$ cat config.mk
export PLATFORM = sky130hd
export DESIGN_NAME = instruction_fetch
export DESIGN_NICKNAME = d
export VERILOG_FILES = /design/src/rtl/instruction_fetch.sv
export SDC_FILE = /design/constraint.sdc
export NUM_CORES = 1
export LEC_CHECK = 0
export BUFFER_PORTS_ARGS = -buffer_cell sky130_fd_sc_hd__clkbuf_2
export CAP_MARGIN = 5
export CORE_UTILIZATION = 42
export CTS_CLUSTER_SIZE = 12
export DETAILED_ROUTE_END_ITERATION = 10
export PLACE_DENSITY = 0.57
export SLEW_MARGIN = 20
export SYNTH_ARGS = -nofsm -noshare
export SYNTH_HDL_FRONTEND = slang
export SYNTH_SLANG_ARGS = --single-unit
$ cat constraint.sdc
create_clock -name clk -period 12.8 [get_ports clk]
set_clock_uncertainty 0.1 [all_clocks]
set_input_delay 0.64 -clock clk [delete_from_list [all_inputs] [get_ports clk]]
set_output_delay 0.64 -clock clk [all_outputs]
set_load 0.1 [all_outputs]
$ cat src/rtl/instruction_fetch.sv
// Front-end fetch stage: issues sequential word fetches over a single-outstanding
// req/ack port, buffers returned words in a prefetch FIFO and feeds decode.
module instruction_fetch #(
  parameter logic [31:0] RESET_PC = 32'h0000_0000,
  parameter int          DEPTH    = 4
) (
  input  logic        clk,
  input  logic        rst,
  output logic        m_req_o,
  output logic [31:0] m_addr_o,
  input  logic        m_ack_i,
  input  logic [31:0] m_data_i,
  input  logic        branch_i,
  input  logic [31:0] branch_addr_i,
  input  logic        stall_i,
  output logic [31:0] instr_o,
  output logic [31:0] pc_o,
  output logic        instr_valid_o
);

  localparam logic [31:0] NOP = 32'hE320_F000;
  localparam int          PW  = (DEPTH > 1) ? $clog2(DEPTH) : 1;
  localparam int          CW  = PW + 1;
  localparam logic [CW-1:0] FULL = CW'(DEPTH);

  typedef enum logic [1:0] {
    IDLE,
    WAIT,
    DISCARD
  } state_t;

  state_t        state, state_nxt;
  logic [31:0]   fetch_pc, fetch_pc_nxt;
  logic          req_nxt;
  logic [31:0]   addr_nxt;

  logic [31:0]   addr_mem [DEPTH];
  logic [31:0]   data_mem [DEPTH];
  logic [PW-1:0] wr_ptr, rd_ptr;
  logic [CW-1:0] count, count_after;

  logic [31:0]   target;
  logic [31:0]   addr_inc;
  logic          accept, out_take, fifo_empty;
  logic          push, pop, bypass;

  // Datapath control shared by the FSM, the FIFO and the output stage.
  // NOTE: every always_comb output gets a default first so no latch is inferred.
  always_comb begin
    target      = {branch_addr_i[31:2], 2'b00};
    addr_inc    = m_addr_o + 32'd4;
    fifo_empty  = (count == '0);
    accept      = (state == WAIT) && m_ack_i && !branch_i;
    out_take    = !branch_i && !stall_i;
    pop         = out_take && !fifo_empty;
    // With an empty FIFO the acked word goes straight to the output register.
    bypass      = out_take && fifo_empty && accept;
    push        = accept && !bypass;
    count_after = count;
    if (push && !pop) begin
      count_after = count + CW'(1);
    end else if (pop && !push) begin
      count_after = count - CW'(1);
    end
  end

  always_comb begin
    state_nxt    = state;
    fetch_pc_nxt = fetch_pc;
    req_nxt      = m_req_o;
    addr_nxt     = m_addr_o;
    case (state)
      IDLE: begin
        req_nxt = 1'b0;
        if (branch_i) begin
          fetch_pc_nxt = target;
        end else if (count < FULL) begin
          state_nxt = WAIT;
          req_nxt   = 1'b1;
          addr_nxt  = fetch_pc;
        end
      end
      WAIT: begin
        if (m_ack_i && branch_i) begin
          fetch_pc_nxt = target;
          addr_nxt     = target;
        end else if (m_ack_i) begin
          fetch_pc_nxt = addr_inc;
          if (count_after < FULL) begin
            addr_nxt = addr_inc;
          end else begin
            state_nxt = IDLE;
            req_nxt   = 1'b0;
          end
        end else if (branch_i) begin
          state_nxt    = DISCARD;
          fetch_pc_nxt = target;
        end
      end
      DISCARD: begin
        // The stale request must complete before the redirected one is issued.
        if (m_ack_i && branch_i) begin
          state_nxt    = WAIT;
          fetch_pc_nxt = target;
          addr_nxt     = target;
        end else if (m_ack_i) begin
          state_nxt = WAIT;
          addr_nxt  = fetch_pc;
        end else if (branch_i) begin
          fetch_pc_nxt = target;
        end
      end
      default: begin
        state_nxt = IDLE;
        req_nxt   = 1'b0;
      end
    endcase
  end

  // NOTE: sequential state uses non-blocking assignments so all registers
  // sample the pre-edge values of each other.
  always_ff @(posedge clk or posedge rst) begin
    if (rst) begin
      state    <= IDLE;
      fetch_pc <= RESET_PC;
      m_req_o  <= 1'b0;
      m_addr_o <= RESET_PC;
    end else begin
      state    <= state_nxt;
      fetch_pc <= fetch_pc_nxt;
      m_req_o  <= req_nxt;
      m_addr_o <= addr_nxt;
    end
  end

  // NOTE: FIFO storage has no reset; count and pointers alone define validity.
  always_ff @(posedge clk) begin
    if (push) begin
      addr_mem[wr_ptr] <= m_addr_o;
      data_mem[wr_ptr] <= m_data_i;
    end
  end

  always_ff @(posedge clk or posedge rst) begin
    if (rst) begin
      wr_ptr <= '0;
      rd_ptr <= '0;
      count  <= '0;
    end else if (branch_i) begin
      wr_ptr <= '0;
      rd_ptr <= '0;
      count  <= '0;
    end else begin
      if (push) begin
        wr_ptr <= wr_ptr + PW'(1);
      end
      if (pop) begin
        rd_ptr <= rd_ptr + PW'(1);
      end
      count <= count_after;
    end
  end

  always_ff @(posedge clk or posedge rst) begin
    if (rst) begin
      instr_o       <= NOP;
      pc_o          <= '0;
      instr_valid_o <= 1'b0;
    end else if (branch_i) begin
      instr_o       <= NOP;
      instr_valid_o <= 1'b0;
    end else if (stall_i) begin
      instr_o       <= instr_o;
      pc_o          <= pc_o;
      instr_valid_o <= instr_valid_o;
    end else if (pop) begin
      instr_o       <= data_mem[rd_ptr];
      pc_o          <= addr_mem[rd_ptr];
      instr_valid_o <= 1'b1;
    end else if (bypass) begin
      instr_o       <= m_data_i;
      pc_o          <= m_addr_o;
      instr_valid_o <= 1'b1;
    end else begin
      instr_o       <= NOP;
      instr_valid_o <= 1'b0;
    end
  end

endmodule

==> results.rst, run 1 <==
.. list-table::
   :header-rows: 1

   * - Metric
     - Value
   * - TritonCTS clock tree
     - built
   * - Area of the mapped netlist
     - 18000 um2
   * - Main synth FF type
     - sky130_fd_sc_hd__edfxtp_1
   * - Leakage power figure
     - 7.67 nW
   * - Overflow after GRT
     - 0
   * - Number of buffers inserted during clock tree synthesis
     - 43
   * - Depth of the CTS H-tree
     - 2
   * - Count of nets after finishing
     - 1600
   * - Share of the clock period used by the worst path after layout
     - 31.3%
   * - Number of enable-type register cells in the synthesized netlist
     - 256
   * - Vias after detailed routing
     - 12500
   * - Buffer type at the clock tree root
     - sky130_fd_sc_hd__clkbuf_16
   * - Final Slew Violations
     - 0
   * - Type of destination of the critical path
     - flop
   * - Clock-pin transition on the worst setup and hold timing paths
     - 0.06 ns
   * - Setup CP Type
     - flop to flop
   * - Number of max-capacitance violations reported
     - 0
   * - Crit start category
     - flop
   * - Shortest clock period the worst path allows after layout
     - 4.00 ns
   * - I/O pin cnt
     - 167
   * - Final Routed Wirelength
     - 49.0 mm
   * - Slew HR
     - 26.4%
   * - Met2 layer wire length in the routed design
     - 23.3 mm
   * - Worst path bufs/invs
     - 3
   * - Post-synthesis cell type count
     - 75
   * - DR pass1 iterations
     - 6
   * - Ordered list of cells on the worst path
     - inv_1 -> ha_1 -> buf_4 -> clkinv_1 -> o2111ai_1 -> a2111o_1 -> nand4b_4 -> a41oi_1 -> o22ai_1
   * - Met3 WL
     - 3.45 mm
   * - Clk sinks
     - 395
   * - Height of the chip
     - 209 um
   * - Maximum number of buffers from clock root to sink
     - 3
   * - Count of final setup violators
     - 0
   * - Initial Utilization
     - 42.8%
   * - Clock insertion delay at the later pin of the skew report
     - 0.56 ns
   * - Least-Margin Pin Slew
     - 1.10 ns
   * - Proportion of layout cells with a drive suffix above 1
     - 22.4%
   * - Signal arrival time at the worst endpoint
     - 4.32 ns
   * - Hold-fix buffers at CTS
     - 0
   * - Synthesized area divided by synthesized cell count
     - 13.0 um2
   * - Routed length per instance
     - 23.4 um
   * - Signed area change from the synthesized netlist to the final layout
     - 14.8%
   * - Net count of the mapped netlist
     - 1468
   * - First-pass GRT wire length
     - 75.7 mm
   * - Die outline width
     - 209 um
   * - Logic depth of the worst setup path including buffers
     - 9
   * - Min Hold Slack
     - 0.124 ns
   * - Power density over the cells
     - 242 nW/um2
   * - Peak supply drop
     - 0.000119 V
   * - Asr flop ratio synth
     - 35.2%
   * - Largest delay contributor family on the critical path
     - compound AO/OA/AOI/OAI gates
   * - Setup fix buffers added after clock tree synthesis
     - 0
   * - Unrepaired setup endpoints after global routing
     - no
   * - Count of buffers from port buffering
     - 164
   * - Number of global-route vias before repair
     - 12400
   * - Post-synthesis sequential area ratio
     - 62.2%
   * - DRC violation count after routing
     - 0
   * - Die Area
     - 43600 um2
   * - Overall routing resource usage
     - 22.8%
   * - Cells resized by post-CTS repair
     - 0
   * - HPWL after detailed placement
     - 29.0 mm
   * - Highest routed metal layer
     - met4
   * - Largest net degree at the start of global routing
     - 74
   * - Path type of the worst min-delay path
     - primary input to async pin
   * - Vias/cell
     - 5.97
   * - Max Freq
     - 250 MHz
   * - Largest incremental delay on the critical path
     - 0.68 ns
   * - Number of hold violations in the final report
     - 0
   * - Initial antenna violation count
     - 0
   * - Depth of the worst register-to-register path
     - 9
   * - Sum Neg Setup Slack
     - 0 ns
   * - GPL Wtd Cong
     - 0.844
   * - Drt initial violations
     - 1220
   * - Most common cell after layout, fill and taps aside
     - sky130_fd_sc_hd__edfxtp_1
   * - Outcome
     - finished clean
   * - Post-Synthesis Cells
     - 1387
   * - Most frequent cells in the layout
     - sky130_fd_sc_hd__edfxtp_1, sky130_fd_sc_hd__clkbuf_2, sky130_fd_sc_hd__o21ai_0
   * - Library cell contributing the largest single delay on the critical path
     - sky130_fd_sc_hd__clkinv_1
   * - Area of the placeable core
     - 42000 um2
   * - Number of antenna-violating nets in the routed design
     - 0
   * - Post-Route M1 WL
     - 21.2 mm
   * - Required arrival time at the worst endpoint
     - 13.12 ns
   * - Flops & latches, synth
     - 395
   * - Rows
     - 75
   * - Crit Path Max Fanout
     - 60
   * - Synth warn
     - 0
-- cell families (layout without fill, tap and decap cells) --
logic type,Yosys count,after routing,synth area share (%)
compound gates,363,363,12.9
xor+xnor,30,30,1.46
fa+ha+maj,12,12,0.835
buf+inv,122,288,2.73
flops,395,395,62.2
mux,109,109,10.5
other cells,0,1,0
simple gates,356,356,9.33
-- final timing paths --
path                               from         endpoint  slack [ns]
max                            state[1]     m_addr_o[14]        8.80
min                                 rst         pc_o[12]        0.12
max reg2reg                    state[1]     m_addr_o[14]        8.80
min reg2reg                 fetch_pc[2]      fetch_pc[2]        0.38
max in group asynchronous           rst        rd_ptr[0]       10.87
min in group clk           m_data_i[25]  data_mem[0][25]        0.23
-- Yosys cell counts (all sizes together) (11+ instances only) --
library cell,instances,area share [%]
buf,35,0.91
nand4,15,0.56
o22ai,17,0.59
edfxtp,256,43
a22o,16,0.78
a221oi,20,0.97
and3,12,0.42
a21oi,56,1.6
xor2,11,0.54
nor3,32,0.95
ha,12,0.83
inv,19,0.40
nor2b,19,0.66
a22oi,14,0.58
o211ai,11,0.46
nor2,92,1.9
nand3,20,0.68
nand2,141,3.0
mux4,64,8.0
clkbuf,65,1.4
o21ai,147,4.1
xnor2,19,0.93
dfrtp,129,18
mux2i,42,2.3
-- metrics by stage --
stage               area (um2)  instances  util [%]  power [W]  setup WS, ns
floorplan                18000       1387         -    0.00329          8.35
global placement         19300       2012      45.8    0.00378          8.90
detailed placement       19300       2012      45.8    0.00381          8.87
CTS                      20600       2091      49.1    0.00502          8.85
global route             20600       2092      49.1    0.00524          8.48
finish                   20600       2093      49.1    0.00500          8.80
-- state kept, by name (all words and copies together), names as in the netlist --
name / cells
rd_ptr: 2
count: 3
instr_valid_o: 1
wr_ptr: 2
addr_mem: 128
m_addr_o: 32
data_mem: 128
fetch_pc: 32
m_req_o: 1
instr_o: 32
pc_o: 32
state: 2
-- report_power, final --
part	switching (W)	leakage, nW	internal [W]
sequential	0.000218	4.12	0.00157
combinational	0.00148	2.89	0.000521
clock	0.000504	0.656	0.000706
total	0.00220	7.67	0.00280
-- metal layers --
| metal | track usage [%] | up-vias |
|---|---|---|
| met4 | 5.88 | 0 |
| met3 | 4.49 | 72 |
| met5 | 0 | - |
| met2 | 36.3 | 455 |
| li1 | - | 5593 |
| met1 | 32.0 | 6378 |
-- cell type report --
cell class | instances | area, um2
Antenna cell | 1 | 2.50
Clock buffer | 67 | 1240
Clock inverter | 12 | 116
Fill cell | 3754 | 21400
Inverter | 22 | 87.6
Multi-Input combinational cell | 870 | 6340
Sequential cell | 395 | 11200
Tap cell | 539 | 674
Timing Repair Buffer | 187 | 1010
Note: power is estimated with default switching activity, not from simulation.
==> run 2: changes to the inputs <==
Settings changed: ABC_AREA set to 1.
Clock period 12.8 ns to 4.1 ns, I/O delays scaled along.
==> run 2 against run 1 <==
Global-route usage is 1.8 points higher. Register-to-register slack lost 7.4 ns. Critical path depth rose by 5. Flip-flop and latch count did not move. Clock power rose to 3.3 times the previous value. Combinational power rose to 3.7 times the previous value. Hold slack worse by 0.080 ns. Non-clock buffer count up 74. Critical path type unchanged. Critical endpoint is now m_addr_o[3]. Largest power group unchanged.
==> results.rst, run 2 <==
.. list-table::
   :header-rows: 1

   * - Metric
     - Value
   * - Hold-fix buffers at CTS
     - 54
   * - Area of the mapped netlist
     - 18400 um2
   * - Initial Utilization
     - 42.6%
   * - Highest routed metal layer
     - met4
   * - Slew HR
     - 33.0%
   * - Drt initial violations
     - 1377
   * - Number of global-route vias before repair
     - 14300
   * - Die outline width
     - 211 um
   * - Post-synthesis cell type count
     - 49
   * - Top Registers
     - addr_mem x128, data_mem x128
   * - Most frequent cells in the layout
     - sky130_fd_sc_hd__nand2_1, sky130_fd_sc_hd__nor2_1, sky130_fd_sc_hd__o21ai_0
   * - Leakage power figure
     - 9.04 nW
   * - Vias/cell
     - 5.34
   * - Required arrival time at the worst endpoint
     - 4.43 ns
   * - Final cell count without fillers
     - 2810
   * - Cells resized by post-CTS repair
     - 0
   * - Ordered list of cells on the worst path
     - inv_1 -> ha_1 -> buf_4 -> inv_1 -> nor2_1 -> buf_4 -> clkinv_1 -> buf_4 -> nand2_1 -> inv_1 -> nand2_1 -> o21ai_0 -> nand2_1 -> o21ai_1
   * - Number of buffers inserted during clock tree synthesis
     - 44
   * - Flops & latches, synth
     - 395
   * - Area of the placeable core
     - 43200 um2
   * - Count of buffers from port buffering
     - 164
   * - Number of hold violations in the final report
     - 0
   * - Die Area
     - 44700 um2
   * - Post-synthesis sequential area ratio
     - 60.7%
   * - Depth of the worst register-to-register path
     - 14
   * - Post-Route Utilization
     - 50.8%
   * - Path type of the worst min-delay path
     - primary input to flop
   * - Clock-pin transition on the worst setup and hold timing paths
     - 0.06 ns
   * - Worst reg-to-reg setup slack
     - 1.38 ns
   * - Diode insertion count for antenna repair
     - 0
   * - Type of destination of the critical path
     - flop
   * - Buffer type at the clock tree root
     - sky130_fd_sc_hd__clkbuf_16
   * - Library cell contributing the largest single delay on the critical path
     - sky130_fd_sc_hd__dfrtp_1
   * - Initial antenna violation count
     - 0
   * - Net count of the mapped netlist
     - 2072
   * - Number of max-capacitance violations reported
     - 0
   * - Main synth FF type
     - sky130_fd_sc_hd__edfxtp_1
   * - Proportion of layout cells with a drive suffix above 1
     - 14.2%
   * - Largest incremental delay on the critical path
     - 0.40 ns
   * - Count of nets after finishing
     - 2271
   * - Power density over the cells
     - 771 nW/um2
   * - Crit start category
     - flop
   * - I/O pin cnt
     - 167
   * - Destination of the worst register-to-register timing path
     - m_addr_o[3]
   * - Signal arrival time at the worst endpoint
     - 3.06 ns
   * - Final Slew Violations
     - 0
   * - Minimum setup slack after placement
     - 1.27 ns
   * - Setup fix buffers added after clock tree synthesis
     - 0
   * - Instance area at placement
     - 20000 um2
   * - Endpoint of the worst setup timing path
     - m_addr_o[3]
   * - Clk sinks
     - 395
   * - Peak supply drop
     - 0.000595 V
   * - Post-Layout Inst Area
     - 21900 um2
   * - Crit. Startpoint
     - state[0]
   * - Met2 layer wire length in the routed design
     - 25.3 mm
   * - Post-Route M1 WL
     - 24.4 mm
   * - DRC violation count after routing
     - 0
   * - Maximum number of buffers from clock root to sink
     - 3
   * - Routed length per instance
     - 19.4 um
   * - Instance count after placement with tap cells included
     - 2675
   * - Most common cell in the netlist
     - sky130_fd_sc_hd__nand2_1
   * - Commonest cells in the netlist
     - sky130_fd_sc_hd__nand2_1, sky130_fd_sc_hd__nor2_1, sky130_fd_sc_hd__o21ai_0, sky130_fd_sc_hd__edfxtp_1, sky130_fd_sc_hd__dfrtp_1
   * - Max Freq
     - 367 MHz
   * - Outcome
     - finished clean
   * - GPL Wtd Cong
     - 0.882
   * - Least-Margin Pin Slew
     - 1.01 ns
   * - Met3 WL
     - 3.52 mm
   * - Overflow after GRT
     - 0
   * - HPWL after detailed placement
     - 34.0 mm
   * - Vias after detailed routing
     - 15000
   * - Depth of the CTS H-tree
     - 2
   * - Crit Path Max Fanout
     - 23
   * - Clock insertion delay at the later pin of the skew report
     - 0.57 ns
   * - Post-Synthesis Cells
     - 1991
   * - DR pass1 iterations
     - 6
   * - Most common cell after layout, fill and taps aside
     - sky130_fd_sc_hd__nand2_1
   * - Signed area change from the synthesized netlist to the final layout
     - 19.2%
   * - Shortest clock period the worst path allows after layout
     - 2.72 ns
   * - Height of the chip
     - 211 um
   * - Share of Yosys cell area claimed by the top area cell type
     - 41.8%
   * - First-pass GRT wire length
     - 83.9 mm
   * - Main area contributors after synthesis
     - sky130_fd_sc_hd__edfxtp_1, sky130_fd_sc_hd__dfrtp_1, sky130_fd_sc_hd__nand2_1
   * - Overall routing resource usage
     - 24.5%
   * - Final Power
     - 0.0169 W
   * - Count of final setup violators
     - 0
   * - Synth warn
     - 0
   * - TritonCTS clock tree
     - built
   * - Setup CP Type
     - flop to flop
   * - Unrepaired setup endpoints after global routing
     - no
   * - Dominant cell type by area after synthesis
     - sky130_fd_sc_hd__edfxtp_1
   * - Final Routed Wirelength
     - 54.5 mm
   * - Rows
     - 76
   * - Largest net degree at the start of global routing
     - 91
   * - Reg2Reg Launch Point
     - state[0]
   * - Number of enable-type register cells in the synthesized netlist
     - 256
   * - Share of the clock period used by the worst path after layout
     - 66.5%
   * - Final WS setup
     - 1.38 ns
   * - Synthesized area divided by synthesized cell count
     - 9.25 um2
   * - Number of antenna-violating nets in the routed design
     - 0
   * - Asr flop ratio synth
     - 35.2%
[run 2: cell count changes after synthesis, moves of 14 or more]
cell,previous run,this run
sky130_fd_sc_hd__nor3_1,30,6
sky130_fd_sc_hd__inv_1,19,104
sky130_fd_sc_hd__a221oi_1,20,0
sky130_fd_sc_hd__o21ai_0,142,261
sky130_fd_sc_hd__nor2b_1,19,0
sky130_fd_sc_hd__nor2_1,91,291
sky130_fd_sc_hd__o22ai_1,17,49
sky130_fd_sc_hd__a22o_1,16,2
sky130_fd_sc_hd__mux4_2,64,0
sky130_fd_sc_hd__a21oi_1,56,109
sky130_fd_sc_hd__nand3_1,17,67
sky130_fd_sc_hd__mux2i_1,42,2
sky130_fd_sc_hd__nand2_1,140,491
sky130_fd_sc_hd__xnor2_1,19,1
[run 2: logic make-up (layout without fill, tap and decap cells)]
kind of cell | after synthesis | after routing | share of synthesized area (%)
and+or+nand+nor | 878 | 878 | 19.0
muxes | 2 | 2 | 0.109
DFF | 395 | 395 | 60.7
buffers and inverters | 220 | 454 | 4.97
xor gates and xnor gates | 4 | 4 | 0.190
AOI/OAI and AO/OA | 480 | 480 | 14.2
adders and majority gates | 12 | 12 | 0.815
[run 2: where the power goes]
part | leakage, nW | total, W | switching [W] | internal (W)
clock network | 0.702 | 0.00394 | 0.00158 | 0.00235
logic | 4.28 | 0.00732 | 0.00580 | 0.00152
registers | 4.06 | 0.00567 | 0.000620 | 0.00505
[run 2: layout make-up]
type	instances	area, um2
Fill cell	4069	21200
Clock inverter	15	185
Timing Repair Buffer	261	1810
Sequential cell	395	11200
Multi-Input combinational cell	1376	6350
Clock buffer	66	1240
Inverter	112	435
Tap cell	585	732
[run 2: worst min-delay path by stage]
stage | from | cells past startpoint | slack (ns) | endpoint
CTS | branch_addr_i[27] | 5 | 0.01 | m_addr_o[27]
global route | branch_addr_i[29] | 5 | 0.06 | m_addr_o[29]
floorplan | m_data_i[0] | 0 | 0.20 | data_mem[0][0]
global placement | m_data_i[7] | 1 | 0.35 | data_mem[3][7]
detailed placement | m_data_i[22] | 1 | 0.35 | data_mem[3][22]
finish | branch_addr_i[17] | 7 | 0.04 | fetch_pc[17]
[run 2: metrics by stage]
stage / hold slack, ns / setup TNS (ns)
after floorplan: 0.204 / -89.05
after global placement: 0.347 / 0
after detailed placement: 0.350 / 0
after CTS: 0.0123 / 0
after global routing: 0.0609 / 0
final: 0.0446 / 0
[run 2: worst max-delay path, delay by kind of cell, from the launching register on]
family,cells,cell delay (ns)
and+or+nand+nor,4,0.35
DFF,1,0.40
buffers and inverters,7,1.29
adders and majority gates,1,0.28
AOI/OAI and AO/OA,2,0.17
[run 2: metal layers]
layer / GRT usage [%] / vias up
li1: - / 7190
met1: 34.7 / 7222
met2: 39.2 / 511
met3: 3.37 / 85
met4: 7.62 / 0
met5: 0 / -
